File: config.mk
export PLATFORM = sky130hd
export DESIGN_NAME = mux_4_to_1_3_bit
export DESIGN_NICKNAME = d
export VERILOG_FILES = /design/src/rtl/mux_4_to_1_3_bit.sv
export SDC_FILE = /design/constraint.sdc
export NUM_CORES = 1
export LEC_CHECK = 0
export CORE_AREA = 2 2 39 41
export CTS_BUF_LIST = sky130_fd_sc_hd__clkbuf_8
export CTS_CLUSTER_DIAMETER = 80
export CTS_CLUSTER_SIZE = 40
export DETAILED_ROUTE_END_ITERATION = 6
export DIE_AREA = 0 0 41 43
export PLACE_DENSITY_LB_ADDON = 0.3
export SLEW_MARGIN = 30
export SYNTH_ARGS = -nofsm -noshare
export SYNTH_HDL_FRONTEND = slang
export SYNTH_SLANG_ARGS = --single-unit
File: constraint.sdc
create_clock -name clk -period 1.5 [get_ports clk]
set_clock_uncertainty 0.15 [all_clocks]
set_input_delay 0.375 -clock clk [delete_from_list [all_inputs] [get_ports clk]]
set_output_delay 0.375 -clock clk [all_outputs]
set_load 0.01 [all_outputs]
File: src/rtl/mux_4_to_1_3_bit.sv
// 4-to-1 mux with a combinational output plus an enable-gated registered copy
// that keeps the captured data and select paired, and a valid flag.
module mux_4_to_1_3_bit #(
  parameter int WIDTH = 3
) (
  input  logic [WIDTH-1:0] i0,
  input  logic [WIDTH-1:0] i1,
  input  logic [WIDTH-1:0] i2,
  input  logic [WIDTH-1:0] i3,
  input  logic [1:0]       sel,
  output logic [WIDTH-1:0] out,
  input  logic             clk,
  input  logic             rst,
  input  logic             en,
  output logic [WIDTH-1:0] out_q,
  output logic [1:0]       sel_q,
  output logic             out_valid
);

  logic [WIDTH-1:0] mux_y;
  logic [WIDTH-1:0] out_d;
  logic [1:0]       sel_d;
  logic             out_valid_d;
  logic             out_valid_q;

  // An unknown select propagates as all-X; every path assigns, so no latch.
  always_comb begin
    mux_y = {WIDTH{1'bx}};
    case (sel)
      2'd0:    mux_y = i0;
      2'd1:    mux_y = i1;
      2'd2:    mux_y = i2;
      2'd3:    mux_y = i3;
      default: mux_y = {WIDTH{1'bx}};
    endcase
  end

  assign out = mux_y;

  // Data and select are loaded under the same enable so out_q always matches sel_q.
  always_comb begin
    out_d       = out_q;
    sel_d       = sel_q;
    out_valid_d = out_valid_q;
    if (en) begin
      out_d       = mux_y;
      sel_d       = sel;
      out_valid_d = 1'b1;
    end
  end

  always_ff @(posedge clk) begin
    if (rst) begin
      out_q       <= '0;
      sel_q       <= '0;
      out_valid_q <= 1'b0;
    end else begin
      out_q       <= out_d;
      sel_q       <= sel_d;
      out_valid_q <= out_valid_d;
    end
  end

  assign out_valid = out_valid_q;

endmodule

==> results of run 1 <==
## cells by family (layout without fill, tap and decap cells)
group | Yosys count | after routing
and+or+nand+nor | 9 | 9
buffers and inverters | 3 | 49
DFF | 6 | 6
AOI/OAI and AO/OA | 3 | 3
muxes | 11 | 11
## metal layers
| metal | routed length, um | vias to the layer above | GRT usage (%) |
|---|---|---|---|
| met3 | 85 | 0 | 4.19 |
| met2 | 554 | 14 | 21.3 |
| met1 | 433 | 179 | 16.1 |
| li1 | - | 210 | - |
| met5 | 0 | - | 0 |
| met4 | 0 | 0 | 6.00 |
## timing repair
item,4_1_cts,5_1_grt
pin swaps,1,0
endpoints found under the setup margin,12,6
gates resized for setup,46,26
setup buffers,14,0
## flip-flops by register name, indices dropped and copies added, names as in the netlist
register / count
sel_q: 2
out_valid: 1
out_q: 3
## worst min-delay path by stage
stage / startpoint / endpoint / slack [ns] / depth (start not counted)
6_report: out_valid / out_valid / 0.30 / 2
2_1_floorplan: rst / out_valid / 0.30 / 1
5_1_grt: out_valid / out_valid / 0.36 / 2
3_3_place_gp: out_valid / out_valid / 0.30 / 2
4_1_cts: out_valid / out_valid / 0.31 / 2
3_5_place_dp: out_valid / out_valid / 0.31 / 2
## final cells by class
cell class | instances | area (um^2)
timing repair buffer | 46 | 387
sequential | 6 | 120
multi-input combinational | 23 | 278
clock buffer | 3 | 41.3
fill | 119 | 538
tap | 16 | 20.0
## tightest hold or removal path: stages (launching register included)
cell and delay, ns:
dfxtp_1 0.31, nor2_1 0.04, nor2_1 0.07
## cell usage after synthesis, drive strengths merged
cell type	number
buf	3
dfxtp	6
o221ai	3
mux2i	11
nor2	4
or3b	4
nand3b	1
## power groups by stage
stage	Clock (W)	Combinational, W	Sequential, W
floorplan	0	0.0000527	0.000185
global placement	0	0.000163	0.000180
detailed placement	0	0.000164	0.000179
CTS	0.000242	0.000186	0.000177
global route	0.000251	0.000225	0.000178
finish	0.000233	0.000209	0.000177
## per-stage QoR
step,TNS (ns),setup slack (ns),std cells,area (um^2)
after floorplan,0,0.0600,32,340
final,0,0.00506,94,846
after global routing,-0.0877,-0.0336,94,846
after detailed placement,-3.69,-0.892,79,654
after global placement,-3.66,-0.860,79,654
after CTS,-0.225,-0.0787,95,786
==> results.json, run 1 <==
{
  "synthSimpleGateAreaFrac_pct": 17.6,
  "wirelength_um": 1070,
  "first_pass_iters": 1,
  "critPathBufInv": 2,
  "layout_common_cells": "21 x buf_4, 11 x clkdlybuf4s15_1, 7 x dlygate4sd2_1, 6 x mux2i_4, 6 x dfxtp_1",
  "yosys.area.top_type": "dfxtp_1",
  "combPwrFrac_pct": 33.8,
  "rsz0062_at_grt": "yes",
  "max_freq_ghz": 0.669,
  "hpwl_um": 734,
  "slowest_stage": "mux2i_4",
  "io_buffers": 25,
  "final_max_slew_viol_count": 0,
  "fin_nets": 97,
  "timing.hold.ws_ns": 0.302,
  "power.internal_w": 0.000478,
  "start_util_pct": 24.6,
  "leakage_nw": 0.400,
  "die-area_um2": 1760,
  "drt-initial-drc-count": 0,
  "worstHoldPathType": "reg2reg",
  "slew_headroom_pct": 87.7,
  "clk_pin_slew_ns": 0.03,
  "grt_first_pass_wirelength_um": 1630,
  "antenna_found_initial": 0,
  "status": "complete, no violations",
  "synth_top_family_by_area": "multiplexers",
  "syn_area_um2": 340,
  "vdd_drop_max_mv": 0.456,
  "p_total_w": 0.000618,
  "cp_cell_sequence": "buf_12 > mux2i_4 > mux2i_1 > buf_2",
  "cpPeakStageDelay_ns": 0.18,
  "cpLargestDelayFamily": "multiplexers",
  "grt_max_degree": 8,
  "powerDensity_nw_per_um2": 731,
  "finalSetupViolCount": 0,
  "htreeDepth": 1,
  "r2r-start": "out_q[1]",
  "final-hold-violation-count": 0,
  "die_w_um": 41,
  "crit_cells": 4,
  "seq_power_share_pct": 28.6,
  "yosys.area_share.adder_pct": 0,
  "viasPerCell": 4.29,
  "drcViolationCount": 0,
  "synth-xor-area-share_pct": 0,
  "track_usage_pct": 13.6,
  "io-pin-count": 26,
  "endpoint": "out[1]",
  "cts_root_buf": "clkbuf_8",
  "synth_area_leaders": "dfxtp_1 35%, mux2i_1 32%, o221ai_1 7.7%, or3b_2 7.7%, nor2_1 4.4%",
  "gp_congestion": 0.687,
  "ys_seq_area_share_pct": 35.3,
  "syn_inst": 32,
  "vias": 403,
  "cts_hold_buf": 0,
  "cts_buffer_depth": 2,
  "regToRegSetupSlack_ns": 0.43,
  "synth_area_per_cell_um2": 10.6,
  "r2r_end": "out_q[1]",
  "ant_nets": 0,
  "muxShareOfSynthArea_pct": 32.4,
  "tritoncts": "yes",
  "switching_share_pct": 22.7,
  "cp-start-kind": "input port",
  "yosysWarnings": 0,
  "core_um2": 1380,
  "cts_made_buffers": 3,
  "clock_sinks": 6,
  "p_sw_w": 0.000141,
  "die_y_um": 43,
  "syn_nets": 49,
  "p_clk_share_pct": 37.7,
  "crit_arrival_ns": 0.97,
  "clk_latency_ns": 0.21,
  "area_growth_pct": 149,
  "fin_util_pct": 61.1,
  "wl_per_cell_um": 11.4,
  "drive_gt1_share_pct": 52.6,
  "critical_path_class": "in2out",
  "cap_viol_max_count": 0,
  "rows": 14,
  "cp_max_fo": 7,
  "synth.top_cell.area_share_pct": 35.3,
  "fin_crit_ns": 1.49,
  "worst_r2r_path_depth": 2,
  "grt_pass1_vias": 417,
  "overflow": 0,
  "timing.final.crit_share_pct": 99.7,
  "antenna_cells_inserted": 0,
  "final_common_cell": "buf_4",
  "timing_worst_slew_pin_value_ns": 0.184,
  "cp.required_ns": 0.97,
  "synth_seq_cells": 6,
  "cp-end-kind": "output pin",
  "crit_start": "sel[0]",
  "synth_compound_area_share_pct": 7.72,
  "synthDistinctLibCells": 10
}
(Power assumes the default switching activity.)
==> inputs of run 2 (changes only) <==
--- a/config.mk
+++ b/config.mk
@@ -5,6 +5,7 @@
 export SDC_FILE = /design/constraint.sdc
 export NUM_CORES = 1
 export LEC_CHECK = 0
+export CAP_MARGIN = 10
 export CORE_AREA = 2 2 39 41
 export CTS_BUF_LIST = sky130_fd_sc_hd__clkbuf_8
 export CTS_CLUSTER_DIAMETER = 80
@@ -12,6 +13,7 @@
 export DETAILED_ROUTE_END_ITERATION = 6
 export DIE_AREA = 0 0 41 43
 export PLACE_DENSITY_LB_ADDON = 0.3
+export SKIP_CTS_REPAIR_TIMING = 1
 export SLEW_MARGIN = 30
 export SYNTH_ARGS = -nofsm -noshare
 export SYNTH_HDL_FRONTEND = slang
==> constraint.sdc (replaced) <==
create_clock -name clk -period 1.5 [get_ports clk]
set_clock_uncertainty 0.15 [all_clocks]
set_input_delay 0.15 -clock clk [delete_from_list [all_inputs] [get_ports clk]]
set_output_delay 0.15 -clock clk [all_outputs]
set_load 0.01 [all_outputs]
==> run 2 against run 1 <==
  * First-iteration DRC count is the same
  * Register-to-register slack is essentially flat
  * Clock power about the same
  * Count of clock-buffer cells in the layout stayed put
  * Wire length shrank 9.8%
  * Sequential power hardly changed
  * Largest cell class unchanged
  * Largest power group unchanged
  * Sequential cell count stayed put
  * Combinational power is 11% lower
  * Worst setup slack better by 0.12 ns
  * Global-route usage decreased by 2.6 points
  * Worst hold slack improved by 0.0049 ns
  * Core utilization decreased by 5.0 points
==> results.json, run 2 (synthesized netlist as in run 1, its figures left out) <==
{
  "crit_arrival_ns": 1.08,
  "cts_buffer_depth": 2,
  "slowest_stage": "clkdlybuf4s50_1",
  "setup_ws_ns": 0.122,
  "tritoncts": "yes",
  "cp_max_fo": 2,
  "fin_nets": 87,
  "drive_gt1_share_pct": 35.3,
  "vias": 371,
  "largest_register_ffs": 3,
  "place_inst": 79,
  "overflow": 0,
  "clk_latency_ns": 0.21,
  "cpPeakStageDelay_ns": 0.54,
  "cpLargestDelayFamily": "buffers and inverters",
  "ant_nets": 0,
  "cp-start-kind": "flop",
  "powerDensity_nw_per_um2": 769,
  "io_buffers": 25,
  "cap_viol_max_count": 0,
  "leakage_nw": 0.344,
  "gp_congestion": 0.687,
  "finalSetupViolCount": 0,
  "final_common_cell": "clkdlybuf4s50_1",
  "io-pin-count": 26,
  "first_pass_iters": 1,
  "ff_latch_area_um2": 120,
  "track_usage_pct": 10.9,
  "pre_cts_ws_ns": -0.442,
  "critPathBufInv": 1,
  "final_max_slew_viol_count": 0,
  "hpwl_um": 734,
  "timing.hold.ws_ns": 0.307,
  "core_um2": 1380,
  "wirelength_um": 969,
  "drt-initial-drc-count": 0,
  "cp-end-kind": "output pin",
  "instances_no_fill": 84,
  "antenna_cells_inserted": 0,
  "fin_crit_ns": 1.38,
  "vdd_drop_max_mv": 0.430,
  "grt_max_degree": 8,
  "start_util_pct": 24.6,
  "die_y_um": 43,
  "timing_worst_slew_pin_value_ns": 0.280,
  "die_w_um": 41,
  "final-hold-violation-count": 0,
  "drcViolationCount": 0,
  "wl_per_cell_um": 11.5,
  "area_growth_pct": 128,
  "status": "complete, no violations",
  "cts_made_buffers": 3,
  "clock_sinks": 6,
  "grt_pass1_vias": 347,
  "max_freq_ghz": 0.726,
  "rows": 14,
  "timing.final.crit_share_pct": 91.8,
  "layout_common_cells": "20 x clkdlybuf4s50_1, 9 x buf_4, 6 x mux2i_1, 6 x dfxtp_1",
  "die-area_um2": 1760,
  "fillCellCount": 125,
  "clk_pin_slew_ns": 0.04,
  "viasPerCell": 4.42,
  "grt_first_pass_wirelength_um": 1310,
  "crit_start": "out_q[1]",
  "cts_root_buf": "clkbuf_8",
  "worstHoldStart": "out_valid",
  "rsz0062_at_grt": "no",
  "antenna_found_initial": 0,
  "htreeDepth": 1,
  "cp_cell_sequence": "clkdlybuf4s50_1",
  "r2r-start": "out_q[1]",
  "multi_input_area_um2": 250,
  "slew_headroom_pct": 81.3,
  "top_register": "out_q",
  "worstHoldPathType": "reg2reg",
  "critical_path_class": "reg2out",
  "cp.required_ns": 1.20
}
run 2: metrics by stage:
| step | area, um^2 | setup TNS [ns] | utilization [%] | total power [W] |
|---|---|---|---|---|
| after floorplan | 340 | 0 | - | 0.000238 |
| after global placement | 654 | -1.49 | 47.3 | 0.000342 |
| after detailed placement | 654 | -1.50 | 47.3 | 0.000343 |
| after CTS | 696 | -1.29 | 50.3 | 0.000585 |
| after global routing | 777 | 0 | 56.1 | 0.000630 |
| final | 777 | 0 | 56.1 | 0.000597 |
run 2: worst paths after layout:
path	end	slack, ns	depth (start not counted)
setup / recovery	out_q[1]	0.12	1
hold / removal	out_valid	0.31	2
setup reg to reg	out_q[1]	0.43	2
hold reg to reg	out_valid	0.31	2
run 2: final cells by class:
| type | instances | area share, % |
|---|---|---|
| multi-input cells | 23 | 32.2 |
| well taps | 16 | 2.58 |
| repair buffers | 36 | 44.4 |
| flip-flops and latches | 6 | 15.5 |
| clock buffers | 3 | 5.31 |
run 2: layer usage:
| layer | wire length [um] | up-vias | track usage, % |
|---|---|---|---|
| met2 | 457 | 14 | 17.2 |
| met3 | 80 | 0 | 3.14 |
| met5 | 0 | - | 0 |
| met1 | 431 | 165 | 12.5 |
| met4 | 0 | 0 | 6.00 |
| li1 | - | 192 | - |
run 2: report_power, final:
| group | internal [W] | switching, W | total, W |
|---|---|---|---|
| clock network | 0.000172 | 0.0000614 | 0.000233 |
| logic | 0.000123 | 0.0000639 | 0.000187 |
| registers | 0.000172 | 0.00000499 | 0.000177 |
==> inputs of run 3 (changes only) <==
--- a/config.mk
+++ b/config.mk
@@ -5,9 +5,10 @@
 export SDC_FILE = /design/constraint.sdc
 export NUM_CORES = 1
 export LEC_CHECK = 0
+export ABC_AREA = 1
 export CAP_MARGIN = 10
 export CORE_AREA = 2 2 39 41
-export CTS_BUF_LIST = sky130_fd_sc_hd__clkbuf_8
+export CTS_BUF_LIST = sky130_fd_sc_hd__clkbuf_4
 export CTS_CLUSTER_DIAMETER = 80
 export CTS_CLUSTER_SIZE = 40
 export DETAILED_ROUTE_END_ITERATION = 6
==> run 3 against run 2 <==
  * Wire length down 2.1%
  * Global-route usage up 1.5 points
  * Worst hold slack worse by 0.068 ns
  * Sequential power about the same
  * Synthesized cell count up 66%
  * Critical path type unchanged
  * Critical path depth unchanged
  * Final cell count up 21%
  * Register-to-register slack better by 0.27 ns
  * Clock power down 36%
==> results.json, run 3 <==
{
  "status": "complete, no violations",
  "die-area_um2": 1760,
  "htreeDepth": 1,
  "syn_inst": 53,
  "cts_made_buffers": 3,
  "timing.final.crit_share_pct": 93.4,
  "die_y_um": 43,
  "fin_tns_setup_ns": 0,
  "cp-start-kind": "flop",
  "worstHoldPathType": "in2reg",
  "ant_nets": 0,
  "overflow": 0,
  "powerDensity_nw_per_um2": 718,
  "final-hold-violation-count": 0,
  "critPathBufInv": 1,
  "fin_crit_ns": 1.40,
  "synthDistinctLibCells": 11,
  "power.internal_w": 0.000358,
  "top_register": "out_q",
  "seq_power_share_pct": 36.9,
  "synth_top_flop_cell": "dfxtp_1",
  "clk_pin_slew_ns": 0.05,
  "first_pass_iters": 3,
  "cts_buffer_depth": 2,
  "async_flop_share_pct": 0,
  "hold_depth": 4,
  "layout_common_cells": "20 x clkdlybuf4s50_1, 13 x nor2_1, 12 x nand2_1, 8 x nand3_1",
  "drt-initial-drc-count": 9,
  "yosysWarnings": 0,
  "vdd_drop_max_mv": 0.623,
  "p_total_w": 0.000480,
  "critical_path_class": "reg2out",
  "rsz0062_at_grt": "no",
  "leakage_nw": 0.365,
  "synth-edff-count": 0,
  "timing_worst_slew_pin_value_ns": 0.377,
  "r2r_end": "out_q[2]",
  "syn_nets": 70,
  "cpLargestDelayFamily": "buffers and inverters",
  "die_w_um": 41,
  "core_um2": 1380,
  "max_freq_ghz": 0.713,
  "slowest_stage": "clkdlybuf4s50_1",
  "io-pin-count": 26,
  "final_common_cell": "clkdlybuf4s50_1",
  "p_clk_share_pct": 30.7,
  "crit_arrival_ns": 1.10,
  "ff_latch_area_um2": 120,
  "worstHoldStart": "sel[1]",
  "p_sw_w": 0.000123,
  "grt_first_pass_wirelength_um": 1460,
  "yosysMostFrequentCell": "nor2_1",
  "r2r-start": "out_q[2]",
  "clock_sinks": 6,
  "antenna_cells_inserted": 0,
  "area_growth_pct": 107,
  "cp.required_ns": 1.20,
  "combPwrFrac_pct": 32.3,
  "track_usage_pct": 12.5,
  "syn_area_um2": 324,
  "vias": 426,
  "slew_headroom_pct": 74.8,
  "min_to": "sel_q[1]",
  "largest_register_ffs": 3,
  "final_max_slew_viol_count": 0,
  "grt_max_degree": 12,
  "synth_area_per_cell_um2": 6.11,
  "switching_share_pct": 25.5,
  "synth_common_cells": "13 x nor2_1, 12 x nand2_1, 8 x nand3_1, 6 x dfxtp_1, 6 x inv_1",
  "cts_root_buf": "clkbuf_4",
  "cpPeakStageDelay_ns": 0.54,
  "gp_congestion": 0.681,
  "finalSetupViolCount": 0,
  "ys_seq_area_share_pct": 37.1,
  "wirelength_um": 949,
  "synth_area_leaders": "dfxtp_1 37%, nor2_1 15%, nand2_1 14%, nand3_1 12%, inv_1 6.9%",
  "worst_r2r_path_depth": 4,
  "clk_latency_ns": 0.24,
  "regToRegSetupSlack_ns": 0.70,
  "tritoncts": "yes",
  "antenna_found_initial": 0,
  "io_buffers": 25,
  "grt_pass1_vias": 391,
  "multi_input_area_um2": 169,
  "wl_per_cell_um": 9.30,
  "fin_nets": 105,
  "cp_cell_sequence": "clkdlybuf4s50_1",
  "synth_seq_cells": 6,
  "viasPerCell": 4.18,
  "cap_viol_max_count": 0,
  "synth.top_cell.area_share_pct": 37.1,
  "cp-end-kind": "output pin",
  "fillCellCount": 150,
  "drcViolationCount": 0,
  "start_util_pct": 23.4,
  "yosys.area.top_type": "dfxtp_1",
  "rows": 14,
  "cp_max_fo": 2,
  "drive_gt1_share_pct": 12.8,
  "hpwl_um": 752
}
-- run 3: through the flow --
step	util [%]	hold slack (ns)	instance area [um^2]	setup slack [ns]	instances
finish	48.4	0.240	669	0.0984	102
global route	48.4	0.260	669	0.0467	102
CTS	47.5	0.315	657	-0.467	102
detailed placement	45.8	0.303	634	-0.461	99
global placement	45.8	0.297	634	-0.434	99
floorplan	-	0.0724	324	0.690	53
-- run 3: worst max-delay path by stage --
| stage | to | cells past startpoint | start | slack [ns] |
|---|---|---|---|---|
| detailed placement | out[1] | 6 | sel[0] | -0.46 |
| global placement | out[0] | 7 | sel[0] | -0.43 |
| CTS | out[1] | 6 | sel[1] | -0.47 |
| floorplan | out[1] | 4 | sel[1] | 0.69 |
| global route | out[1] | 6 | i3[1] | 0.05 |
| finish | out_q[1] | 1 | out_q[1] | 0.1 |
-- run 3: logic make-up (layout without fill, tap and decap cells) --
family / after synthesis / count (layout) / share of synthesized area, %
DFF: 6 / 6 / 37.1
AOI/OAI and AO/OA: 4 / 4 / 8.49
buffers and inverters: 9 / 42 / 10.8
and+or+nand+nor: 34 / 34 / 43.6
-- run 3: power by group through the flow --
stage | clock network, W | logic, W | registers, W
2_1_floorplan | 0 | 0.0000460 | 0.000186
3_3_place_gp | 0 | 0.000158 | 0.000180
3_5_place_dp | 0 | 0.000159 | 0.000181
4_1_cts | 0.000155 | 0.000160 | 0.000178
5_1_grt | 0.000158 | 0.000169 | 0.000179
6_report | 0.000148 | 0.000155 | 0.000177
-- run 3: layout make-up --
type / count / share of cell area [%]
well taps: 16 / 2.99
clock buffers: 3 / 3.36
repair buffers: 31 / 46.0
multi-input cells: 38 / 25.2
flip-flops and latches: 6 / 17.9
inverters: 8 / 4.49
-- run 3: layer usage --
| metal | up-vias | routed length, um | global-route usage, % | part of all wire [%] |
|---|---|---|---|---|
| li1 | 234 | - | - | - |
| met1 | 177 | 424 | 14.2 | 45 |
| met2 | 15 | 448 | 19.1 | 47 |
| met3 | 0 | 75 | 8.38 | 7.9 |
| met4 | 0 | 0 | 2.00 | 0 |
| met5 | - | 0 | 0 | 0 |
-- run 3: tightest hold or removal path, cell delays in order --
cell and delay (ns):
dlymetal6s2s_1 0.19, inv_2 0.09, buf_4 0.10, a211oi_1 0.05
